--- src/rtl/rr_encoder32_5_if.sv ---
// Handshake bundle for rr_encoder32_5: request vector in, registered index out.
// RR_ENC_REQ_COUNT_EN adds the req_cnt popcount output.
interface rr_encoder32_5_if #(
    parameter int N = 32,
    parameter int W = 5
);
    logic [N-1:0] req;
    logic         out_ready;
    logic         out_valid;
    logic [W-1:0] out_idx;
    logic [N-1:0] grant;
    logic         req_any;
`ifdef RR_ENC_REQ_COUNT_EN
    logic [W:0]   req_cnt;

    modport slave (
        input  req, out_ready,
        output out_valid, out_idx, grant, req_any, req_cnt
    );
    modport master (
        output req, out_ready,
        input  out_valid, out_idx, grant, req_any, req_cnt
    );
`else
    modport slave (
        input  req, out_ready,
        output out_valid, out_idx, grant, req_any
    );
    modport master (
        output req, out_ready,
        input  out_valid, out_idx, grant, req_any
    );
`endif
endinterface

--- src/rtl/rr_encoder32_5.sv ---
// Registered round-robin 32->5 encoder with valid/ready output and grant pulse.
// Optional RR_ENC_REQ_COUNT_EN registers the popcount of req on every load.
module rr_encoder32_5 #(
    parameter int N = 32,
    parameter int W = 5
) (
    input  logic           clk,
    input  logic           reset,
    rr_encoder32_5_if.slave bus
);

    logic [W-1:0] ptr_r;
    logic [W-1:0] out_idx_r;
    logic         out_valid_r;
    logic [N-1:0] grant_r;
    logic [W-1:0] sel_s;
    logic [N-1:0] hi_mask_s;
    logic [N-1:0] hi_req_s;
    logic [N-1:0] onehot_s;
    logic         req_any_s;
    logic         load_s;

    // Lowest set bit index of vec; zero when vec is empty.
    function automatic logic [W-1:0] first_set(input logic [N-1:0] vec);
        logic [W-1:0] idx;
        idx = '0;
        for (int i = N - 1; i >= 0; i--) begin
            if (vec[i]) begin
                idx = W'(i);
            end else begin
                idx = idx;
            end
        end
        return idx;
    endfunction

`ifdef RR_ENC_REQ_COUNT_EN
    logic [W:0] req_cnt_r;

    function automatic logic [W:0] popcount(input logic [N-1:0] vec);
        logic [W:0] cnt;
        cnt = '0;
        for (int i = 0; i < N; i++) begin
            cnt = cnt + (W+1)'(vec[i]);
        end
        return cnt;
    endfunction
`endif

    assign req_any_s = |bus.req;
    assign load_s    = req_any_s & (~out_valid_r | bus.out_ready);

    // Round-robin pick: prefer set bits at or above ptr, else wrap to the lowest set bit.
    always_comb begin
        hi_mask_s = '0;
        onehot_s  = '0;
        for (int i = 0; i < N; i++) begin
            hi_mask_s[i] = (W'(i) >= ptr_r);
        end
        hi_req_s = bus.req & hi_mask_s;
        if (|hi_req_s) begin
            sel_s = first_set(hi_req_s);
        end else begin
            sel_s = first_set(bus.req);
        end
        onehot_s[sel_s] = 1'b1;
    end

    // Output register, rotation pointer and one-cycle grant pulse.
    always_ff @(posedge clk or posedge reset) begin
        if (reset) begin
            ptr_r       <= '0;
            out_idx_r   <= '0;
            out_valid_r <= 1'b0;
            grant_r     <= '0;
        end else begin
            grant_r <= load_s ? onehot_s : '0;
            if (load_s) begin
                out_idx_r   <= sel_s;
                out_valid_r <= 1'b1;
                ptr_r       <= sel_s + W'(1'b1);
            end else if (out_valid_r && bus.out_ready) begin
                // Accepted with nothing pending: index is kept for observability.
                out_valid_r <= 1'b0;
            end else begin
                out_valid_r <= out_valid_r;
            end
        end
    end

`ifdef RR_ENC_REQ_COUNT_EN
    // Popcount snapshot taken alongside each load.
    always_ff @(posedge clk or posedge reset) begin
        if (reset) begin
            req_cnt_r <= '0;
        end else if (load_s) begin
            req_cnt_r <= popcount(bus.req);
        end else begin
            req_cnt_r <= req_cnt_r;
        end
    end

    assign bus.req_cnt = req_cnt_r;
`endif

    assign bus.out_valid = out_valid_r;
    assign bus.out_idx   = out_idx_r;
    assign bus.grant     = grant_r;
    assign bus.req_any   = req_any_s;

endmodule

--- src/flat_wrapper.sv ---
// flat-port wrapper written by rule: the top's interface ports become plain ports
module rr_encoder32_5_flat 
#(
    parameter int N = 32,
    parameter int W = 5
)
  (clk, reset, bus_req, bus_out_ready, bus_out_valid, bus_out_idx, bus_grant, bus_req_any);
  rr_encoder32_5_if #(.N(N), .W(W)) bus_i ();
  input  logic clk;
  input  logic reset;
  input wire logic [$bits(bus_i.req)-1:0] bus_req;
  input wire logic [$bits(bus_i.out_ready)-1:0] bus_out_ready;
  output wire logic [$bits(bus_i.out_valid)-1:0] bus_out_valid;
  output wire logic [$bits(bus_i.out_idx)-1:0] bus_out_idx;
  output wire logic [$bits(bus_i.grant)-1:0] bus_grant;
  output wire logic [$bits(bus_i.req_any)-1:0] bus_req_any;
  assign bus_i.req = bus_req;
  assign bus_i.out_ready = bus_out_ready;
  assign bus_out_valid = bus_i.out_valid;
  assign bus_out_idx = bus_i.out_idx;
  assign bus_grant = bus_i.grant;
  assign bus_req_any = bus_i.req_any;
  rr_encoder32_5 #(.N(N), .W(W)) u_core (.clk(clk), .reset(reset), .bus(bus_i));
endmodule
--- config.mk ---
export PLATFORM = sky130hd
export DESIGN_NAME = rr_encoder32_5_flat
export DESIGN_NICKNAME = d
export VERILOG_FILES = /design/src/rtl/rr_encoder32_5_if.sv /design/src/rtl/rr_encoder32_5.sv /design/src/flat_wrapper.sv
export SDC_FILE = /design/constraint.sdc
export NUM_CORES = 1
export LEC_CHECK = 0
export BUFFER_PORTS_ARGS = -buffer_cell sky130_fd_sc_hd__buf_2
export CORE_MARGIN = 2
export CORE_UTILIZATION = 30
export DETAILED_ROUTE_END_ITERATION = 12
export SETUP_SLACK_MARGIN = 0.4
export SLEW_MARGIN = 20
export SYNTH_ARGS = -nofsm -noshare
export SYNTH_HDL_FRONTEND = slang
export SYNTH_SLANG_ARGS = --single-unit
--- constraint.sdc ---
create_clock -name clk -period 3.3 [get_ports clk]
set_input_delay 0.165 -clock clk [delete_from_list [all_inputs] [get_ports clk]]
set_output_delay 0.165 -clock clk [all_outputs]
set_load 0.1 [all_outputs]
==> key figures, run 1 <==
Outcome
  • Status: finished, violations left
  • Violations in the final reports: hold timing

Synth
  • Synth Instances: ~350
  • Unique masters post-synth: 64
  • Synth Area in Simple Gates: 31.8%
  • Fraction of registers with async set/reset: between 90% and 100%
  • Synth Area in Adders: less than 1%
  • EDFF count, synth: 0
  • Main combinational cell family by area after synthesis: simple AND/OR/NAND/NOR gates
  • Mux share of post-synthesis cell area: 0.762%
  • Avg Inst Size Synth: 8.47 um2
  • Xor/xnor share of the synthesized area: 0.296%
  • Mapped Area: 2960 um2
  • Syn Nets: approximately 390
  • Sequential area share after synthesis: between 30% and 40%
  • Yosys warns: 0
  • Yosys reg bits: 43
  • Compound-Gate Fraction of Synth Area: between 20% and 30%
  • Synth Flop Type: dfrtp_1

Detailed routing
  • Routed wire per std cell: around 16 um
  • Initial DRC Count: 180
  • DRC: 0
  • Post-DRT Antenna Nets: 0
  • Vias per cell: around 5.3
  • Vias after detailed routing: between 3000 and 4000
  • Final Routed Wirelength: roughly 9.4 mm
  • Drt pass-1 iters: 5

Worst hold path
  • Hold Path Class: in -> async

Pwr
  • Lkg Pwr: ~0.0018 uW
  • Tot Pwr: 3880 uW
  • Worst VDD drop: ~0.46 mV
  • PD cells: a little over 1000 nW/um2

Setup path
  • CP endpoint kind: register
  • CP required: approximately 3.5 ns
  • Slowest Stage Delay on Critical Path: ~0.47 ns
  • Crit-path max FO: 7
  • Largest delay share family, worst path: simple AND/OR/NAND/NOR gates
  • Crit path kind: reg -> reg
  • CP cell instances: and3_2 -> or3_1 -> a311oi_2 -> o211ai_1 -> and3_1 -> a211oi_4 -> nor2_1 -> or3_1
  • CP startpoint: u_core.ptr_r[3]$_DFFE_PP0P_
  • Arrival @ worst endpoint: around 3.0 ns
  • Reg-to-Reg Start: u_core.ptr_r[3]$_DFFE_PP0P_
  • Logic depth of the worst path, buffers included: 8
  • Worst path bufs/invs: 0
  • Reg2Reg Depth: 8
  • Crit-path most repeated cell: or3_1
  • Worst reg-to-reg setup slack: 0.51 ns
  • Slowest cell on the critical path: dfrtp_2
  • Type of origin of the critical path: register

STA
  • Hold_ws: -0.0502 ns
  • Actual slew at the worst max-slew pin: 0.920 ns
  • Setup TNS: 0 ns
  • Min Clock Period, post-route: ~2.8 ns
  • Final Hold Vio Count: 26
  • Final period utilization: between 80% and 90%
  • Setup ws final: 0.513 ns
  • RSZ-0062 raised after global routing: yes
  • Post-route clock skew: about 0.0034 ns
  • Max_slew headroom: between 30% and 40%
  • Fmax: ~0.36 GHz
  • Final slew viol count: 0
  • Setup violators final: 0

GRT
  • Vias in the first global route: 2914
  • Initial antenna violation count: 0
  • First-pass GRT wire length: ~15 mm
  • GRT Residual Overflow: 0
  • GRT Total Usage: approximately 18%
  • Pin count of the biggest net entering global routing: 28

Floorplan
  • Die Y-Extent: slightly above 100 um
  • Chip width: a little over 100 um
  • Core Box Area: ~9700 um2
  • Initial core utilization: between 30 and 40%
  • Die Footprint: about 11000 um2
  • Row count: 36
  • # IOs: 74

Layout
  • Fin area: 3830 um2
  • Layout area overhead: 29.7%
  • # diodes: 0
  • Commonest non-fill, non-tap cell in the layout: buf_2
  • Final #Nets: 476
  • Layout cells sized above 1: a little over a third
  • Filler cells: 1003
  • Most frequent cells in the layout: buf_2, dfrtp_1, nor2_1, buf_4

Clocking
  • Worst-Skew Late Latency: just under 0.3 ns
  • H-tree depth: 2
  • CTS max path bufs: 2
  • # hold bufs at CTS: 0
  • TritonCTS Buffers: 5
  • CTS tree: built
  • Worst-path clk slew: around 0.070 ns
  • Clock net sink count: 43
  • Root buf cell: clkbuf_8

Placement
  • IO buf count: 73
  • Routability congestion estimate: ~0.87
  • Post-placement cell area: approximately 3500 um2
  • Pre-CTS WS: 0.0277 ns
  • HPWL after DPL: just over 7 mm

Flow run
  • Max Cap Viol: 0
==> synthesized netlist by cell type, drive strengths merged (5+ instances only) <==
library cell  instances  share of area (%)
and2                 26                5.5
nand2b                7                1.5
and3                 13                2.8
nor3                 10                1.9
nand2                26                3.3
a21boi                5                1.3
nor4                 14                3.6
a21oi                21                3.6
a211oi                7                2.2
nor2                 28                3.6
inv                  17                2.2
o211ai                7                2.3
nand3                19                3.6
dfrtp                43                 36
buf                  13                3.1
o21ai                24                4.2
nor2b                 7                1.5
==> worst reg2reg max path, cell delays in order (launching register included) <==
cell      delay [ns]
dfrtp_2         0.47
and3_2          0.27
or3_1           0.43
a311oi_2        0.38
o211ai_1        0.13
and3_1          0.22
a211oi_4        0.31
nor2_1          0.09
or3_1           0.36
==> cell type report <==
cell class | count | area [um2] | share of cell area [%]
multi-input combinational | 272 | 1850 | 48.2
clock inverter | 1 | 30.0 | 0.784
tap | 133 | 166 | 4.34
inverter | 17 | 66.3 | 1.73
timing repair buffer | 100 | 569 | 14.9
clock buffer | 6 | 72.6 | 1.89
sequential | 43 | 1080 | 28.2
==> kinds of logic after synthesis <==
family,Yosys count
and+or+nand+nor,167
AOI/OAI and AO/OA,100
DFF,43
buffers and inverters,34
muxes,2
adders and majority gates,2
xor gates and xnor gates,1
==> metal layers <==
layer  vias to the layer above  GRT usage [%]  part of all wire, %
li1                       1460              -                    -
met1                      1490           25.8                   45
met2                        86           27.7                   48
met3                        11           3.83                  5.8
met4                         0           3.24                  1.1
met5                         -              0                    0
==> what timing repair did <==
| item | CTS | global route |
|---|---|---|
| gates resized for setup | 11 | 32 |
| setup buffers | 2 | 7 |
| setup endpoints to repair | 37 | 37 |
| pin swaps | 0 | 8 |
==> per-stage QoR <==
stage          std cells  util, %
5_1_grt              572     39.6
3_3_place_gp         556     36.3
6_report             572     39.6
4_1_cts              565     37.7
2_1_floorplan        349        -
3_5_place_dp         556     36.3
==> worst paths after layout <==
kind                                                      to
min in group clk            u_core.bus.out_valid$_DFFE_PP0P_
hold reg to reg            u_core.bus.out_idx[4]$_DFFE_PP0P_
hold / removal                u_core.bus.grant[11]$_DFF_PP0_
setup / recovery                 u_core.ptr_r[4]$_DFFE_PP0P_
setup reg to reg                 u_core.ptr_r[4]$_DFFE_PP0P_
max in group asynchronous        u_core.ptr_r[4]$_DFFE_PP0P_
==> where the power goes <==
part | total [uW] | internal (uW) | switching, uW | leakage (uW)
Clock | 387 | 222 | 166 | 0.0000513
Sequential | 769 | 649 | 120 | 0.000573
Combinational | 2720 | 889 | 1830 | 0.00120
Total | 3880 | 1760 | 2120 | 0.00182
==> state kept, by name, summed over array words and instances, names as in the netlist <==
| signal | count |
|---|---|
| u_core.ptr_r | 5 |
| u_core.bus.out_valid | 1 |
| u_core.bus.grant | 32 |
| u_core.bus.out_idx | 5 |
Note: power is estimated with default switching activity, not from simulation.
==> run 2: changes to the inputs <==
- clock period: 3.3 -> 2.9 ns (I/O delays scaled with it)
==> key figures, run 2 (synthesis results as in run 1) <==
Setup path
  • Reg2Reg Depth: 12 (+4)
  • Type of origin of the critical path: register
  • Worst r2r dst: u_core.ptr_r[3]$_DFFE_PP0P_
  • CP endpoint kind: register
  • Slowest Stage Delay on Critical Path: 0.48 ns (about the same)
  • CP required: 3.08 ns (-0.39 ns)
  • CP cell instances: buf_6 -> buf_8 -> or2_4 -> o32a_1 -> o21ai_2 -> a21oi_2 -> o311a_1 -> o21ai_2 -> a211oi_4 -> buf_4 -> and3_4 -> o31a_1
  • Worst reg-to-reg setup slack: 0.12 ns (-0.40 ns)
  • Slowest cell on the critical path: dfrtp_2
  • Arrival @ worst endpoint: 2.97 ns (about the same)
  • Reg-to-Reg Start: u_core.ptr_r[1]$_DFFE_PP0P_
  • Crit-path most repeated cell: o21ai_2
  • Crit-path max FO: 9 (+2)
  • Crit path kind: reg -> reg

GRT
  • Initial antenna violation count: 0 (unchanged)
  • Vias in the first global route: 3344 (+15%)
  • GRT Residual Overflow: 0 (unchanged)
  • Pin count of the biggest net entering global routing: 26 (-7.1%)
  • First-pass GRT wire length: 16.5 mm (+12%)
  • GRT Total Usage: 20.0% (+2.2 points)

Clocking
  • Worst-path clk slew: 0.09 ns (+0.02 ns)
  • TritonCTS Buffers: 5 (unchanged)
  • Root buf cell: clkbuf_8
  • CTS max path bufs: 2 (unchanged)
  • CTS tree: built
  • Worst-Skew Late Latency: 0.29 ns (about the same)
  • H-tree depth: 2 (unchanged)
  • Clock net sink count: 43 (unchanged)

Detailed routing
  • Drt pass-1 iters: 5 (unchanged)
  • Vias after detailed routing: 3419 (+12%)
  • Final Routed Wirelength: 11.0 mm (+17%)
  • Vias per cell: 5.35 (+0.44%)
  • DRC: 0 (unchanged)
  • Post-DRT Antenna Nets: 0 (unchanged)
  • Routed wire per std cell: 17.2 um (+4.4%)
  • Initial DRC Count: 214 (+19%)

STA
  • Min Clock Period, post-route: 2.78 ns (-0.00248 ns)
  • Final slew viol count: 0 (unchanged)
  • Setup TNS: 0 ns (unchanged)
  • Max_slew headroom: 36.9% (-1.4 points)
  • Final period utilization: 96.0% (+12 points)
  • RSZ-0062 raised after global routing: yes
  • Actual slew at the worst max-slew pin: 0.934 ns (+0.0141 ns)
  • Post-route clock skew: 0.0110 ns (+0.00759 ns)
  • Final Hold Vio Count: 18 (-31%)
  • Fmax: 0.359 GHz (about the same)
  • Hold_ws: -0.0215 ns (+0.0288 ns)
  • Setup violators final: 0 (unchanged)

Pwr
  • Flop pwr share: 13.6% (-6.2 points)
  • Worst VDD drop: 0.806 mV (+74%)
  • Sw power: 3190 uW (+51%)
  • Internal power: 3230 uW (+84%)
  • Comb power frac: 77.9% (+7.7 points)
  • Clock power frac: 8.5% (-1.5 points)
  • Lkg Pwr: 0.00230 uW (+26%)
  • Switching Share: 49.7% (-4.9 points)
  • PD cells: 1300 nW/um2 (+28%)

Layout
  • Commonest non-fill, non-tap cell in the layout: buf_2
  • Most frequent cells in the layout: buf_2, buf_4, dfrtp_1, nor2_1, buf_6
  • # diodes: 0 (unchanged)
  • Layout cells sized above 1: 57.7% (+22 points)
  • Util after Layout: 51.1% (+11 points)
  • Max FFs per register: 32 (unchanged)
  • Final cell count without fillers: 639 (+12%)
  • Final #Nets: 542 (+14%)
  • Layout area overhead: 67.4%

Floorplan
  • Die Footprint: 10700 um2 (unchanged)
  • Die Y-Extent: 103 um (unchanged)
  • Core Box Area: 9680 um2 (unchanged)
  • Row count: 36 (unchanged)
  • Chip width: 103 um (unchanged)
  • # IOs: 74 (unchanged)
  • Initial core utilization: 30.5% (unchanged)

Placement
  • Routability congestion estimate: 0.889 (+1.7%)
  • HPWL after DPL: 7.57 mm (+5.6%)
  • Cells after DPL: 594 (+6.8%)
  • IO buf count: 73 (unchanged)

Outcome
  • Status: finished, violations left
  • Violations in the final reports: hold timing

Flow run
  • Max Cap Viol: 0 (unchanged)

Worst hold path
  • Hold Path Class: in -> async
[run 2: cell types whose count changed in the layout (fill, tap and decap cells not counted), moves of 5 or more]
cell | previous run | this run
nand2_4 | 0 | 6
a21oi_2 | 1 | 7
and3_1 | 12 | 4
and2_1 | 24 | 10
nand2_1 | 24 | 19
and2_4 | 2 | 16
buf_4 | 25 | 65
a21oi_1 | 20 | 12
buf_6 | 1 | 24
and3_4 | 0 | 9
[run 2: layout make-up]
type,count,area (um2)
flip-flops and latches,43,1080
multi-input cells,272,2310
repair buffers,166,1180
fillers,867,4740
clock buffers,6,72.6
clock inverters,2,60.1
well taps,133,166
inverters,17,71.3
[run 2: power by group through the flow]
stage,Sequential (uW),Clock [uW],Combinational (uW)
2_1_floorplan,1510,0,1430
3_3_place_gp,845,0,3120
3_5_place_dp,850,0,3130
4_1_cts,863,550,4290
5_1_grt,882,578,5260
6_report,873,548,5010
[run 2: worst max path at each step]
stage,startpoint,end,slack (ns),cells after the start
3_3_place_gp,u_core.ptr_r[0]$_DFFE_PP0P_,u_core.bus.grant[1]$_DFF_PP0_,-0.008,11
2_1_floorplan,u_core.ptr_r[1]$_DFFE_PP0P_,u_core.ptr_r[1]$_DFFE_PP0P_,0.41,12
4_1_cts,u_core.ptr_r[2]$_DFFE_PP0P_,u_core.ptr_r[4]$_DFFE_PP0P_,0.21,11
3_5_place_dp,u_core.ptr_r[0]$_DFFE_PP0P_,u_core.bus.grant[0]$_DFF_PP0_,0.007,11
5_1_grt,u_core.ptr_r[1]$_DFFE_PP0P_,u_core.bus.grant[3]$_DFF_PP0_,0.02,14
6_report,u_core.ptr_r[1]$_DFFE_PP0P_,u_core.ptr_r[3]$_DFFE_PP0P_,0.12,12
[run 2: critical path: cells and delay by family, from the launching register on]
kind | cells | cell delay [ns]
AOI/OAI and AO/OA | 7 | 1.32
DFF | 1 | 0.48
and+or+nand+nor | 2 | 0.44
buffers and inverters | 3 | 0.43
[run 2: metrics by stage]
step	power, uW	worst slack (ns)	instance area [um2]
after floorplan	2940	0.409	2970
final	6430	0.116	4950
after global routing	6720	0.0244	4950
after detailed placement	3980	0.00662	3810
after global placement	3960	-0.00839	3810
after CTS	5700	0.210	4640
[run 2: routing by layer]
layer / wire (um) / track usage, % / up-vias
li1: - / - / 1608
met1: 4650 / 26.6 / 1642
met2: 5500 / 33.5 / 144
met3: 616 / 3.02 / 25
met4: 233 / 6.68 / 0
met5: 0 / 0 / -
[run 2: timing repair]
| action | 4_1_cts | 5_1_grt |
|---|---|---|
| gates resized for setup | 123 | 54 |
| hold buffers | 0 | 0 |
| pin swaps | 40 | 32 |
| endpoints found under the setup margin | 40 | 41 |
| buffers inserted | 26 | 11 |
==> run 3: changes to the inputs <==
- ABC_AREA: unset -> 1
- CORE_MARGIN: 2 -> 5
- MAX_ROUTING_LAYER: unset -> met4
==> key figures, run 3 <==
Outcome
  • Status: finished, violations left
  • Violations in the final reports: setup timing

Clocking
  • H-tree depth: 2 (unchanged)
  • TritonCTS Buffers: 5 (unchanged)
  • Clock net sink count: 43 (unchanged)
  • Root buf cell: clkbuf_8
  • Worst-path clk slew: 0.09 ns (about the same)
  • CTS max path bufs: 2 (unchanged)
  • Worst-Skew Late Latency: 0.29 ns (about the same)
  • CTS tree: built

Setup path
  • Reg2Reg Depth: 20 (+8)
  • Worst r2r dst: u_core.bus.grant[26]$_DFF_PP0_
  • Worst reg-to-reg setup slack: -0.1 ns (-0.22 ns)
  • Worst path bufs/invs: 6 (+3)
  • Crit path kind: reg -> reg
  • Arrival @ worst endpoint: 3.22 ns (+0.25 ns)
  • CP cell instances: buf_6 -> nand2_4 -> o21ai_2 -> buf_4 -> buf_4 -> buf_4 -> a31oi_1 -> o311ai_1 -> nand3_1 -> a21oi_2 -> o21ai_1 -> a31oi_1 -> o21ai_1 -> nand3_1 -> nand3_1 -> o21a_4 -> inv_2 -> ha_4 -> inv_8 -> nor2_1
  • Slowest Stage Delay on Critical Path: 0.45 ns (-0.03 ns)
  • CP required: 3.12 ns (+0.04 ns)
  • Type of origin of the critical path: register
  • Largest delay share family, worst path: compound AO/OA/AOI/OAI gates
  • Reg-to-Reg Start: u_core.ptr_r[1]$_DFFE_PP0P_
  • Slowest cell on the critical path: dfrtp_2
  • CP endpoint kind: register
  • Crit-path max FO: 8 (-1)

Synth
  • Largest cells by area after synthesis: dfrtp_1, nand2_1, nor2_1, inv_1, nand3_1
  • Sequential area share after synthesis: 38.7% (+2.3 points)
  • Synth Instances: 424 (+21%)
  • Fraction of registers with async set/reset: 100% (unchanged)
  • Yosys reg bits: 43 (unchanged)
  • Unique masters post-synth: 30 (-53%)
  • Synth Flop Type: dfrtp_1
  • Mapped Area: 2780 um2 (-5.9%)
  • Count leader, synth: nand2_1
  • Top cell type by total area after synthesis: dfrtp_1
  • Syn Nets: 461 (+19%)
  • Avg Inst Size Synth: 6.56 um2 (-23%)
  • Commonest cells in the netlist: nand2_1, nor2_1, inv_1, dfrtp_1, nand3_1
  • Yosys warns: 0 (unchanged)
  • EDFF count, synth: 0 (unchanged)
  • Synth top area share: 38.7% (+2.3 points)

Detailed routing
  • DRC: 0 (unchanged)
  • Drt pass-1 iters: 4 (-1)
  • Vias per cell: 4.67 (-13%)
  • Routed wire per std cell: 13.6 um (-21%)
  • Vias after detailed routing: 3188 (-6.8%)
  • Final Routed Wirelength: 9.32 mm (-15%)
  • Initial DRC Count: 171 (-20%)
  • Post-DRT Antenna Nets: 0 (unchanged)

Placement
  • Routability congestion estimate: 0.925 (+4.0%)
  • HPWL after DPL: 7.32 mm (-3.3%)
  • IO buf count: 73 (unchanged)
  • Post-placement cell area: 3710 um2 (-2.4%)

Layout
  • Layout area overhead: 58.9%
  • Final #Nets: 608 (+12%)
  • # diodes: 0 (unchanged)
  • Register area: 1080 um2 (-0.23%)
  • Commonest non-fill, non-tap cell in the layout: nand2_1
  • Fin area: 4420 um2 (-11%)
  • Filler cells: 881 (+1.6%)
  • Most frequent cells in the layout: nand2_1, buf_2, inv_1, buf_4, nor2_1
  • Max FFs per register: 32 (unchanged)
  • Layout cells sized above 1: 42.7% (-15 points)
  • Util after Layout: 48.3% (-2.8 points)
  • Multi-input logic area: 1770 um2 (-23%)

Pwr
  • PD cells: 865 nW/um2 (-33%)
  • Lkg Pwr: 0.00234 uW (+1.8%)
  • Worst VDD drop: 0.624 mV (-23%)

STA
  • Max_slew headroom: 36.8% (-0.18 points)
  • Post-route clock skew: 0.00705 ns (-0.00391 ns)
  • RSZ-0062 raised after global routing: yes
  • Actual slew at the worst max-slew pin: 0.943 ns (+0.00880 ns)
  • Min Clock Period, post-route: 3.00 ns (+0.215 ns)
  • Setup violators final: 16 (+16)
  • Setup ws final: -0.0993 ns (-0.215 ns)
  • Final Hold Vio Count: 0 (-18)
  • Final period utilization: 103% (+7.4 points)
  • Final slew viol count: 0 (unchanged)
  • Fmax: 0.333 GHz (-7.2%)
  • Setup TNS: -1.13 ns (-1.13 ns)

Floorplan
  • Die Y-Extent: 106 um (+2.9%)
  • Row count: 35 (-2.8%)
  • Chip width: 106 um (+2.9%)
  • Die Footprint: 11300 um2 (+5.9%)
  • Core Box Area: 9150 um2 (-5.5%)
  • # IOs: 74 (unchanged)
  • Initial core utilization: 30.4% (-0.14 points)

GRT
  • First-pass GRT wire length: 15.3 mm (-7.1%)
  • Vias in the first global route: 3169 (-5.2%)
  • Pin count of the biggest net entering global routing: 27 (+3.8%)
  • Initial antenna violation count: 0 (unchanged)
  • GRT Residual Overflow: 0 (unchanged)
  • GRT Total Usage: 17.0% (-3.0 points)

Worst hold path
  • Hold Path Class: in -> reg
  • Hold endpoint: u_core.bus.out_valid$_DFFE_PP0P_
  • Worst hold stages: 2
  • Hold path start: bus_out_ready

Flow run
  • Max Cap Viol: 0 (unchanged)
run 3: cell types whose count changed after synthesis, moves of 10 or more:
cell,delta
nand2_1,+90
and2_1,-26
inv_1,+53
inv_2,+10
nor2_1,+45
a21oi_1,-14
and3_1,-13
run 3: repair_timing:
action                                  CTS  global route
endpoints found under the hold margin     0            24
hold buffers                              0             1
endpoints found under the setup margin   42            42
gates resized for setup                  31            80
pin swaps                                12            27
buffers inserted                          6            13
run 3: how the worst max path moves through the flow:
| stage | from | endpoint | slack, ns | depth (start not counted) |
|---|---|---|---|---|
| 2_1_floorplan | u_core.ptr_r[4]$_DFFE_PP0P_ | u_core.ptr_r[1]$_DFFE_PP0P_ | 0.21 | 35 |
| 3_3_place_gp | u_core.ptr_r[1]$_DFFE_PP0P_ | u_core.bus.grant[5]$_DFF_PP0_ | -0.09 | 33 |
| 3_5_place_dp | u_core.ptr_r[1]$_DFFE_PP0P_ | u_core.ptr_r[1]$_DFFE_PP0P_ | -0.09 | 32 |
| 4_1_cts | u_core.ptr_r[1]$_DFFE_PP0P_ | u_core.ptr_r[2]$_DFFE_PP0P_ | 0.009 | 38 |
| 5_1_grt | u_core.ptr_r[1]$_DFFE_PP0P_ | u_core.ptr_r[3]$_DFFE_PP0P_ | -0.41 | 39 |
| 6_report | u_core.ptr_r[1]$_DFFE_PP0P_ | u_core.bus.grant[26]$_DFF_PP0_ | -0.1 | 20 |
run 3: layout make-up:
type	instances	share of cell area [%]
inverters	80	7.42
flip-flops and latches	43	24.4
repair buffers	144	21.8
well taps	111	3.14
clock buffers	6	1.64
clock inverters	2	1.36
multi-input cells	297	40.2
run 3: routing by layer:
metal / track usage, % / routed length (um) / up-vias
met3: 2.00 / 464 / 9
li1: - / - / 1631
met1: 23.1 / 4310 / 1455
met2: 27.7 / 4460 / 93
met5: - / 0 / -
met4: 3.24 / 91 / 0
run 3: cell families (layout without fill, tap and decap cells):
logic type,after synthesis,in the layout,share of synthesized area [%]
and+or+nand+nor,251,251,38.7
buffers and inverters,84,232,11.7
AOI/OAI and AO/OA,44,44,10.1
DFF,43,43,38.7
adders and majority gates,2,2,0.900
run 3: power breakdown:
| group | internal, uW | switching, uW | leakage (uW) | total [uW] |
|---|---|---|---|---|
| clock network | 344 | 208 | 0.0000654 | 553 |
| registers | 693 | 70.8 | 0.000578 | 764 |
| logic | 846 | 1660 | 0.00170 | 2500 |
| total | 1880 | 1940 | 0.00234 | 3820 |
run 3: stage by stage:
| stage | setup slack [ns] | std cells | power [uW] | hold WS, ns |
|---|---|---|---|---|
| finish | -0.0993 | 683 | 3820 | 0.0387 |
| detailed placement | -0.0901 | 655 | 2680 | 0.347 |
| global route | -0.410 | 683 | 4030 | 0.0385 |
| floorplan | 0.208 | 424 | 2030 | 0.241 |
| CTS | 0.00876 | 669 | 3400 | 0.0394 |
| global placement | -0.0896 | 655 | 2670 | 0.346 |
